===== src/rtl/result_register_bank.sv =====
// result_register_bank
// ---------------------
// Bank of DEPTH result words of DATA_W bits. Each entry has a valid bit.
// A write either overwrites the entry or adds to it with saturation.
// A drain engine sweeps the bank and streams each valid entry out over a
// valid/ready handshake. It can optionally consume each entry as it goes.
//
// Ports
//   clk          rising-edge system clock
//   n_rst        asynchronous active-low reset
//   w_enable     write strobe
//   w_mode       0 = overwrite, 1 = saturating accumulate
//   in_sel       write address (ignored when >= DEPTH)
//   in_data      write data
//   clear_data   synchronous clear of the whole bank; also aborts a drain
//   out_sel      random read address
//   out_data     combinational read data (0 when out_sel >= DEPTH)
//   out_valid    combinational valid bit of out_sel
//   drain_start  start a sweep (honoured only while idle)
//   drain_valid  drain_addr/drain_data hold an entry being offered
//   drain_ready  consumer accepts the offered entry
//   drain_addr   address of the offered entry
//   drain_data   data of the offered entry (snapshot taken when found)
//   drain_busy   drain engine not idle
//   drain_done   one-cycle pulse at the end of a completed sweep
module result_register_bank #(
    parameter int DATA_W         = 16,
    parameter int DEPTH          = 10,
    parameter int ADDR_W         = 4,
    parameter int CLEAR_ON_DRAIN = 1
) (
    input  logic              clk,
    input  logic              n_rst,
    input  logic              w_enable,
    input  logic              w_mode,
    input  logic [ADDR_W-1:0] in_sel,
    input  logic [DATA_W-1:0] in_data,
    input  logic              clear_data,
    input  logic [ADDR_W-1:0] out_sel,
    output logic [DATA_W-1:0] out_data,
    output logic              out_valid,
    input  logic              drain_start,
    output logic              drain_valid,
    input  logic              drain_ready,
    output logic [ADDR_W-1:0] drain_addr,
    output logic [DATA_W-1:0] drain_data,
    output logic              drain_busy,
    output logic              drain_done
);

    typedef enum logic [1:0] {IDLE, SCAN, PRESENT, DONE} drain_state_t;

    localparam logic [ADDR_W:0]   DEPTH_W  = (ADDR_W+1)'(DEPTH);
    localparam logic [ADDR_W-1:0] LAST_IDX = ADDR_W'(DEPTH - 1);
    localparam logic [DATA_W-1:0] SAT_MAX  = '1;

    logic [DATA_W-1:0] entry [DEPTH];
    logic [DEPTH-1:0]  valid;

    drain_state_t      state;
    drain_state_t      next_state;
    logic [ADDR_W-1:0] idx;
    logic [ADDR_W-1:0] next_idx;
    logic              load_present;
    logic              write_hit;
    logic              drain_take;
    logic              scan_valid;
    logic [DATA_W-1:0] scan_data;

    // The sum is formed at DATA_W+1 bits so that a carry out means saturation.
    function automatic logic [DATA_W-1:0] sat_add(input logic [DATA_W-1:0] a,
                                                  input logic [DATA_W-1:0] b);
        logic [DATA_W:0] sum;
        sum = {1'b0, a} + {1'b0, b};
        return sum[DATA_W] ? SAT_MAX : sum[DATA_W-1:0];
    endfunction

    assign write_hit  = w_enable && ({1'b0, in_sel} < DEPTH_W);
    assign drain_take = (state == PRESENT) && drain_ready;

    // The muxes for the read port and for the scan index compare each entry
    // against the address. An address past DEPTH matches no entry and so
    // reads as 0/invalid.
    always_comb begin
        out_data   = '0;
        out_valid  = 1'b0;
        scan_data  = '0;
        scan_valid = 1'b0;
        for (int i = 0; i < DEPTH; i++) begin
            if (out_sel == ADDR_W'(i)) begin
                out_data  = entry[i];
                out_valid = valid[i];
            end
            if (idx == ADDR_W'(i)) begin
                scan_data  = entry[i];
                scan_valid = valid[i];
            end
        end
    end

    // Storage. A clear takes priority over everything else. A write to the
    // entry that is being handed off on the same edge takes priority over the
    // consume-on-drain, so the new value survives.
    always_ff @(posedge clk or negedge n_rst) begin
        if (!n_rst) begin
            for (int i = 0; i < DEPTH; i++) entry[i] <= '0;
            valid <= '0;
        end else if (clear_data) begin
            for (int i = 0; i < DEPTH; i++) entry[i] <= '0;
            valid <= '0;
        end else begin
            for (int i = 0; i < DEPTH; i++) begin
                if (write_hit && (in_sel == ADDR_W'(i))) begin
                    entry[i] <= (w_mode && valid[i]) ? sat_add(entry[i], in_data) : in_data;
                    valid[i] <= 1'b1;
                end else if ((CLEAR_ON_DRAIN != 0) && drain_take && (idx == ADDR_W'(i))) begin
                    entry[i] <= '0;
                    valid[i] <= 1'b0;
                end
            end
        end
    end

    // Drain next-state logic. SCAN inspects one entry per cycle. PRESENT
    // holds a snapshot until the consumer takes it. A clear aborts the sweep
    // without a done pulse.
    always_comb begin
        next_state   = state;
        next_idx     = idx;
        load_present = 1'b0;
        if (clear_data) begin
            next_state = IDLE;
        end else begin
            case (state)
                IDLE: begin
                    if (drain_start) begin
                        next_idx   = '0;
                        next_state = SCAN;
                    end
                end
                SCAN: begin
                    if (scan_valid) begin
                        load_present = 1'b1;
                        next_state   = PRESENT;
                    end else if (idx == LAST_IDX) begin
                        next_state = DONE;
                    end else begin
                        next_idx = idx + 1'b1;
                    end
                end
                PRESENT: begin
                    if (drain_ready) begin
                        if (idx == LAST_IDX) begin
                            next_state = DONE;
                        end else begin
                            next_idx   = idx + 1'b1;
                            next_state = SCAN;
                        end
                    end
                end
                DONE:    next_state = IDLE;
                default: next_state = IDLE;
            endcase
        end
    end

    // Drain state register and presented-word snapshot.
    always_ff @(posedge clk or negedge n_rst) begin
        if (!n_rst) begin
            state      <= IDLE;
            idx        <= '0;
            drain_addr <= '0;
            drain_data <= '0;
        end else begin
            state <= next_state;
            idx   <= next_idx;
            if (load_present) begin
                drain_addr <= idx;
                drain_data <= scan_data;
            end
        end
    end

    assign drain_valid = (state == PRESENT);
    assign drain_busy  = (state != IDLE);
    assign drain_done  = (state == DONE);

endmodule

===== config.mk =====
export PLATFORM = sky130hd
export DESIGN_NAME = result_register_bank
export DESIGN_NICKNAME = d
export VERILOG_FILES = /design/src/rtl/result_register_bank.sv
export SDC_FILE = /design/constraint.sdc
export NUM_CORES = 1
export LEC_CHECK = 0
export CAP_MARGIN = 30
export CORE_UTILIZATION = 50
export CTS_CLUSTER_SIZE = 12
export DETAILED_ROUTE_END_ITERATION = 6
export PLACE_DENSITY_LB_ADDON = 0.08
export SETUP_SLACK_MARGIN = 0.4
export SYNTH_ARGS = -nofsm -noshare
export SYNTH_HDL_FRONTEND = slang
export SYNTH_SLANG_ARGS = --single-unit

===== constraint.sdc =====
create_clock -name clk -period 9.2 [get_ports clk]
set_input_delay 2.3 -clock clk [delete_from_list [all_inputs] [get_ports clk]]
set_output_delay 2.3 -clock clk [all_outputs]
set_load 0.1 [all_outputs]

* Word-level counts from Yosys, hierarchy flattened *
Cells that the tools add are included.

word-level totals
  output and inout port bits = 40
  bits in registers = 196
  word-level logic and storage cells = 240
  bits of input ports = 31

cells by class
  bitwise gates (word level) = 1
  add/subtract/negate cells = 11
  reduce and logical (&&, ||, !) cells = 50
  eq/ne operators = 36
  $lt $le $gt $ge = 1
  muxes and demuxes = 117

operators with widths
  kind                                                             number
  16-bit two-way mux                                               60
  16-bit by 16-bit adder with 17-bit output                        10
  160-bit two-way mux                                              1
  4-bit by 3-bit == test with 1-bit output, second input constant  12
  1-bit two-way mux                                                43
  3-bit nonzero test                                               11
  1-bit logical AND                                                32
  4-bit by 2-bit == test with 1-bit output, second input constant  6
  4-bit == test, second input constant                             6
  4-bit two-way mux                                                4
  4-bit by 1-bit == test with 1-bit output, second input constant  3
  4-bit logical NOT                                                3
  2-bit two-way mux                                                6
  4-bit one-hot mux with 3 select lines                            1
  10-bit two-way mux                                               1
  2-bit one-hot mux with 4 select lines                            1
  5-bit AND reduction                                              1
  4-bit by 1-bit adder with 4-bit output, second input constant    1
  2-bit == test, second input constant                             2
  4-bit < comparator, second input constant                        1
  2-bit != test, second input constant                             2
  4-bit != test, second input constant                             1
  3-bit by 2-bit != test with 1-bit output, second input constant  1
  3-bit != test, second input constant                             1
  6 further kinds                                                  6

* Longest topological paths before layout *
Gate-level depths: netlist of the first run.

  depth in word-level cells = 14
  gate-level depth with buffers = 13
  depth with buffers taken out = 10

* Worst setup path after synthesis of the first run *
OpenSTA, ideal clock, no wires.

  path type = input-to-output
  from = in out_sel[0]
  to = out out_data[5]
  cell stages on the path = 8
  arrival time = 4,461 ps
  path slack = 2,439 ps
  required time = 6,900 ps
  path buffers = 2
  cells stage by stage = clkbuf_1 nand2b_1 nor3_1 clkbuf_1 a22oi_1 nand4_1 o21ai_0 nand3_1

on the way
  word-level cells in the longest chain between the ends = 11
  elaborated cells between the ends (all ways) = 20
  classes of those cells = eq/ne (9); mux (10); reduce/logical (1)

RTL lines
  element                          RTL line  RTL
  from (decl)                      39        input logic [ADDR_W-1:0] out_sel,
  4-bit logical NOT                90        if (out_sel == ADDR_W'(i)) begin
  16-bit two-way mux (9 in a row)  90
  16-bit two-way mux (*)           90
  to (decl)                        40        output logic [DATA_W-1:0] out_data,

Every way passes the cells marked *; elsewhere a longest branch is shown, timed or not.

* Worst setup path in the final report of the first run *
  from = in out_sel[0]
  to = out out_data[8]

The elaborated chain is that of the path after synthesis.

==> results of run 1 <==
registers in the layout, summed over array words and instances (netlist names):
register    cells
entry         160
idx             4
drain_addr      4
state           2
valid          10
drain_data     16
layout by cell type, fill, tap and decap left out, types with 9 or more instances in the layout:
cell and instances:
o211ai_1 21, nand2b_1 23, o221ai_2 20, o21ai_1 22
a221o_1 34, fa_1 10, nand4_1 19, inv_1 38
a21o_1 45, xor2_1 33, a22oi_1 75, a31o_2 9
nand3_1 47, nor2b_1 17, clkbuf_16 17, xnor2_1 82
a222oi_1 12, nor2_1 120, buf_4 56, dfrtp_1 196
a31o_1 11, o21bai_1 18, and3_1 17, a21oi_1 128
a211oi_1 13, o221ai_1 120, nor3_1 44, a31oi_1 23
ha_1 169, and2_1 24, clkdlybuf4s50_1 51, nand2_1 412
o21a_1 23, o21ai_0 101
path summary, 6_finish.rpt:
path / startpoint / end
min in group asynchronous: n_rst / entry[120]
setup / recovery: out_sel[0] / out_data[8]
max in group asynchronous: n_rst / entry[8]
setup reg to reg: entry[96] / entry[109]
hold reg to reg: drain_data[8] / drain_data[8]
hold / removal: drain_data[8] / drain_data[8]
worst max-delay path, cell delays in order:
cell	delay [ns]
clkdlybuf4s50_1	0.62
nor4b_4	0.98
a22oi_1	0.22
nand4_1	0.13
o21ai_0	0.21
nand3_1	0.20
buf_4	0.31
per-stage QoR:
| stage | utilization | cell area [µm²] | std cells | total power [W] |
|---|---|---|---|---|
| detailed placement | 0.542 | 19400 | 2655 | 0.00191 |
| floorplan | - | 18400 | 2202 | 0.00163 |
| global route | 0.558 | 20000 | 2687 | 0.00279 |
| global placement | 0.539 | 19300 | 2644 | 0.00189 |
| CTS | 0.558 | 20000 | 2686 | 0.00268 |
| finish | 0.558 | 20000 | 2690 | 0.00269 |
final cells by class:
cell class                 count  area (µm²)  share of cell area
tap                          461         577              0.0288
inverter                      38         143             0.00713
sequential                   196        4900               0.245
timing repair buffer         117        1040              0.0522
multi-input combinational   1844       12800               0.638
antenna                        3        7.51            0.000375
clock inverter                 9         104             0.00519
clock buffer                  22         464              0.0232
power groups by stage:
stage	clock [W]	combinational, W	sequential [W]
finish	0.000778	0.000945	0.000968
global route	0.000813	0.00100	0.000970
CTS	0.000790	0.000928	0.000966
detailed placement	0	0.000924	0.000983
global placement	0	0.000911	0.000982
floorplan	0	0.000483	0.00115
cells by family after synthesis:
group                      Yosys count  synth area share
muxes                               12           0.00750
xor gates and xnor gates           115            0.0549
and+or+nand+nor                    779             0.192
buffers and inverters              162            0.0399
AOI/OAI and AO/OA                  759             0.312
DFF                                196             0.267
adders and majority gates          179             0.126
metal layers:
| metal | wire length (µm) | GRT usage |
|---|---|---|
| met3 | 5700 | 0.0635 |
| met2 | 31100 | 0.579 |
| met4 | 3820 | 0.200 |
| met5 | 23 | 0 |
| met1 | 31100 | 0.528 |
==> metrics, run 1 <==
critical path class=in2out; IO Port Bufs=70; clk buf depth=2; TritonRoute pass-1 iters=7; top cell type by total area after synthesis=dfrtp_1; Setup-failing EPs final=0; crit end category=output pin; final max-slew violation count=0; Synth Warn #=0; clk_skew=0.0119 ns; cell-internal power=0.00158 W; clock sink count=196; routed wire length=71.7 mm; clk_lat worst skew=0.47 ns; Post-Synthesis Cells=2202; nets=2424; routability cong.=1.04; Total GRT Usage=0.384; initial antenna violation count=6; fin worst setup slack=1.92 ns; syn_nets=2412; vias in the first global route=17600; register share of total power=0.360; Detailed Route Iter0 Violations=1912; top post-synthesis cells by area=dfrtp_1 (27%), ha_1 (12%), nand2_1 (8.4%); CTS tree=built; share of flip-flops with an asynchronous set or reset=1.00; worst slack at placement=2.00 ns; Row Count=69; register bit total from synthesis=196; Commonest cells post-synth=nand2_1 (412), dfrtp_1 (196), ha_1 (169); initial core utilization=0.512; worst path required time=6.90 ns; total grt overflow=0; Die X-Extent=194 µm; RSZ-0062 raised after global routing=no; CTS resizes=0; violated checks=design-rule violations; first-pass GRT wire length=109 mm; post-synthesis sequential area ratio=0.267; Wirelength per Cell=26.7 µm; largest vdd supply drop=0.231 mV; worst hold path class=reg2reg; Hold Vio Cnt, Final=0; Switch Pwr=0.00111 W; status=complete, but fails checks; Hold Crit Depth=2; top-count cell post-synth=nand2_1; maximum level of the CTS H-tree=4; reg2reg setup slack=5.93 ns; Via density=6.86; largest net degree at the start of global routing=78; dpl hpwl=52.5 mm; Ports=71; Post-synth EDFFs=0; Max FO, Critical Path=17; fin crit share=0.791; Die Span Y=194 µm; startpoint types=input port; Avg Inst Size Synth=8.33 µm²; layout cell share with drive strength beyond 1=0.0786; Critical Path AT=4.98 ns; post-CTS setup buffer count=0; Core ar.=0.0358 mm²; Clock Tree Root=clkbuf_16; Top FF cell, synth=dfrtp_1; die footprint=0.0375 mm²; share of the synthesized area in the top cell type=0.267; Max-cap violations=0; Worst-path clk slew=0.07 ns; Antenna Nets Post-Route=0; Worst Tran Pin Value=1.04 ns; Clock power frac=0.289; setup_tns=0 ns; Leakage=9.43 nW; Post-Syn Area=0.0184 mm²; Logic pwr share=0.351; sw frac=0.411; reg2reg path depth=10; Slew HR=0.302; vias=18400; Layout fillers=3388; Unique masters post-synth=99; worst hold slack=0.492 ns; total CTS buffers=17; Hold-fix buffers, CTS=0; Area Growth Syn to Fin=8.99%; DR DRC count=11; fin crit period=7.28 ns; pwr/cell area=135 mW/mm²; FMAX=137 MHz
Note: power is estimated with default switching activity, not from simulation.
==> run 2: changes to the inputs <==
==> constraint.sdc (replaced) <==
create_clock -name clk -period 6 [get_ports clk]
set_input_delay 1.5 -clock clk [delete_from_list [all_inputs] [get_ports clk]]
set_output_delay 1.5 -clock clk [all_outputs]
set_load 0.1 [all_outputs]
==> metrics, run 2 (same netlist as run 1, synthesis figures left out) <==
initial antenna violation count=4 (-2); Detailed Route Iter0 Violations=2008 (+5.0%); max incr delay on CP=0.70 ns (-0.28 ns); most frequent cells in the layout=nand2_1 (412), dfrtp_1 (196), ha_1 (169); Largest register FFs=160 (unchanged); Slew HR=0.280 (-0.0220); crit end category=output pin; total CTS buffers=17 (unchanged); largest registers=entry: 160 flops, drain_data: 16 flops, valid: 10 flops; met3 WL=6.31 mm (+11%); Largest Register=entry; crit-path cells=clkdlybuf4s50_1 > nand2b_1 > nand2b_1 > o21ai_1 > nand3_1 > buf_12; largest vdd supply drop=0.228 mV (-1.0%); clk_lat worst skew=0.47 ns (about the same); Max-cap violations=0 (unchanged); Leakage=9.57 nW (+1.6%); vias in the first global route=17500 (-0.45%); first-pass GRT wire length=109 mm (+0.42%); CP Buf/Inv Count=2 (unchanged); CTS tree=built; clk buf depth=2 (unchanged); Row Count=69 (unchanged); Wirelength per Cell=26.6 µm (-0.21%); Via density=6.88 (+0.36%); Hold Crit Depth=2 (unchanged); Antenna Nets Post-Route=0 (unchanged); most common cell after layout, fill and taps aside=nand2_1; post-CTS setup buffer count=0 (unchanged); Core ar.=0.0358 mm² (unchanged); worst hold slack=0.484 ns (-0.00759 ns); Ports=71 (unchanged); Crit path top cell by count=nand2b_1; Reg2Reg Capture Point=entry[96]; Setup-failing EPs final=0 (unchanged); Top delay family on crit path=simple AND/OR/NAND/NOR gates; Min-Delay Startpoint=drain_data[2]; Die Span Y=194 µm (unchanged); nets=2446 (+0.91%); clk_skew=0.0131 ns (+0.00125 ns); Levels on crit path=6 (-1); IO Port Bufs=70 (unchanged); reg2reg setup slack=2.64 ns (-3.29 ns); vias=18700 (+1.1%); Layout fillers=3336 (-1.5%); startpoint types=input port; Worst Tran Pin Value=1.08 ns (+0.0321 ns); dpl hpwl=54.0 mm (+2.8%); maximum level of the CTS H-tree=4 (unchanged); routed wire length=72.1 mm (+0.53%); DRT met1 WL=30.7 mm (-1.3%); routed wl met2=31.7 mm (+2.0%); Hold Vio Cnt, Final=0 (unchanged); Die X-Extent=194 µm (unchanged); CP max stage cell=clkdlybuf4s50_1; Top Metal Used=met5; reg2reg path depth=10 (unchanged); violated checks=design-rule violations; die footprint=0.0375 mm² (unchanged); DR DRC count=3 (-8); RSZ-0062 raised after global routing=no; Max FO, Critical Path=22 (+5); Worst Hold Path EP=drain_data[2]; Critical Path AT=3.96 ns (-1.02 ns); final max-slew violation count=0 (unchanged); largest net degree at the start of global routing=109 (+40%); fin area=0.0204 mm² (+1.8%); worst reg2reg startpoint=entry[96]; layout cell share with drive strength beyond 1=0.0872 (+0.00857); status=complete, but fails checks; fin crit period=5.46 ns; Area Growth Syn to Fin=10.9%; Clock Tree Root=clkbuf_16; FMAX=183 MHz; Post-DP Area=0.0198 mm² (+2.0%); worst hold path class=reg2reg; routability cong.=1.01 (-3.3%); Total GRT Usage=0.386 (+0.00146); setup_tns=0 ns (unchanged); Worst-path clk slew=0.07 ns (about the same); clock sink count=196 (unchanged); initial core utilization=0.512 (unchanged); fin crit share=0.910; worst path required time=4.50 ns (-2.40 ns); critical path class=in2out; TritonRoute pass-1 iters=7 (unchanged); pwr/cell area=203 mW/mm² (+51%); total grt overflow=0 (unchanged)
run 2: cell types whose count changed in the layout (fill, tap and decap cells not counted), sizes merged:
cell,before,now
buf,65,87
clkinvlp,2,3
diode,3,1
inv,39,38
run 2: power breakdown:
part	switching, W	internal [W]
logic	0.00105	0.000424
registers	0.0000913	0.00139
clock network	0.000552	0.000622
total	0.00169	0.00243
run 2: how the worst max path moves through the flow:
| stage | from | end | slack, ns |
|---|---|---|---|
| after global placement | out_sel[0] | out_data[5] | 0.65 |
| after detailed placement | out_sel[0] | out_data[5] | 0.62 |
| after global routing | out_sel[0] | out_data[8] | 0.43 |
| after CTS | out_sel[0] | out_data[5] | 0.62 |
| after floorplan | out_sel[0] | out_data[5] | 0.84 |
| final | out_sel[0] | out_data[5] | 0.54 |
run 2: worst min-delay path, cell delays in order (launching register included):
cell	delay [ns]
dfrtp_1	0.35
nand2_1	0.05
o21ai_0	0.06
run 2: cell type report:
class / count / area [µm²] / area share
Antenna cell: 1 / 2.50 / 0.000123
Tap cell: 461 / 577 / 0.0283
Timing Repair Buffer: 139 / 1420 / 0.0696
Multi-Input combinational cell: 1844 / 12800 / 0.627
Sequential cell: 196 / 4900 / 0.241
Inverter: 38 / 143 / 0.00701
Clock buffer: 22 / 454 / 0.0223
Clock inverter: 9 / 106 / 0.00522
run 2: stage by stage:
| stage | worst slack (ns) | utilization | power [W] | std cells |
|---|---|---|---|---|
| floorplan | 0.839 | - | 0.00251 | 2202 |
| global placement | 0.651 | 0.552 | 0.00293 | 2677 |
| detailed placement | 0.618 | 0.553 | 0.00295 | 2678 |
| CTS | 0.621 | 0.568 | 0.00412 | 2709 |
| global route | 0.432 | 0.568 | 0.00429 | 2709 |
| finish | 0.539 | 0.568 | 0.00413 | 2710 |
run 2: timing repair:
| action | 4_1_cts | 5_1_grt |
|---|---|---|
| setup endpoints to repair | 0 | 1 |
| resized for setup | 0 | 1 |
| hold buffers | 0 | 0 |
| endpoints found under the hold margin | 0 | 0 |
run 2: per-layer routing:
metal,GRT usage,vias to the layer above
met3,0.0778,187
met1,0.528,9196
met5,0,-
met4,0.176,2
li1,-,8402
met2,0.585,864
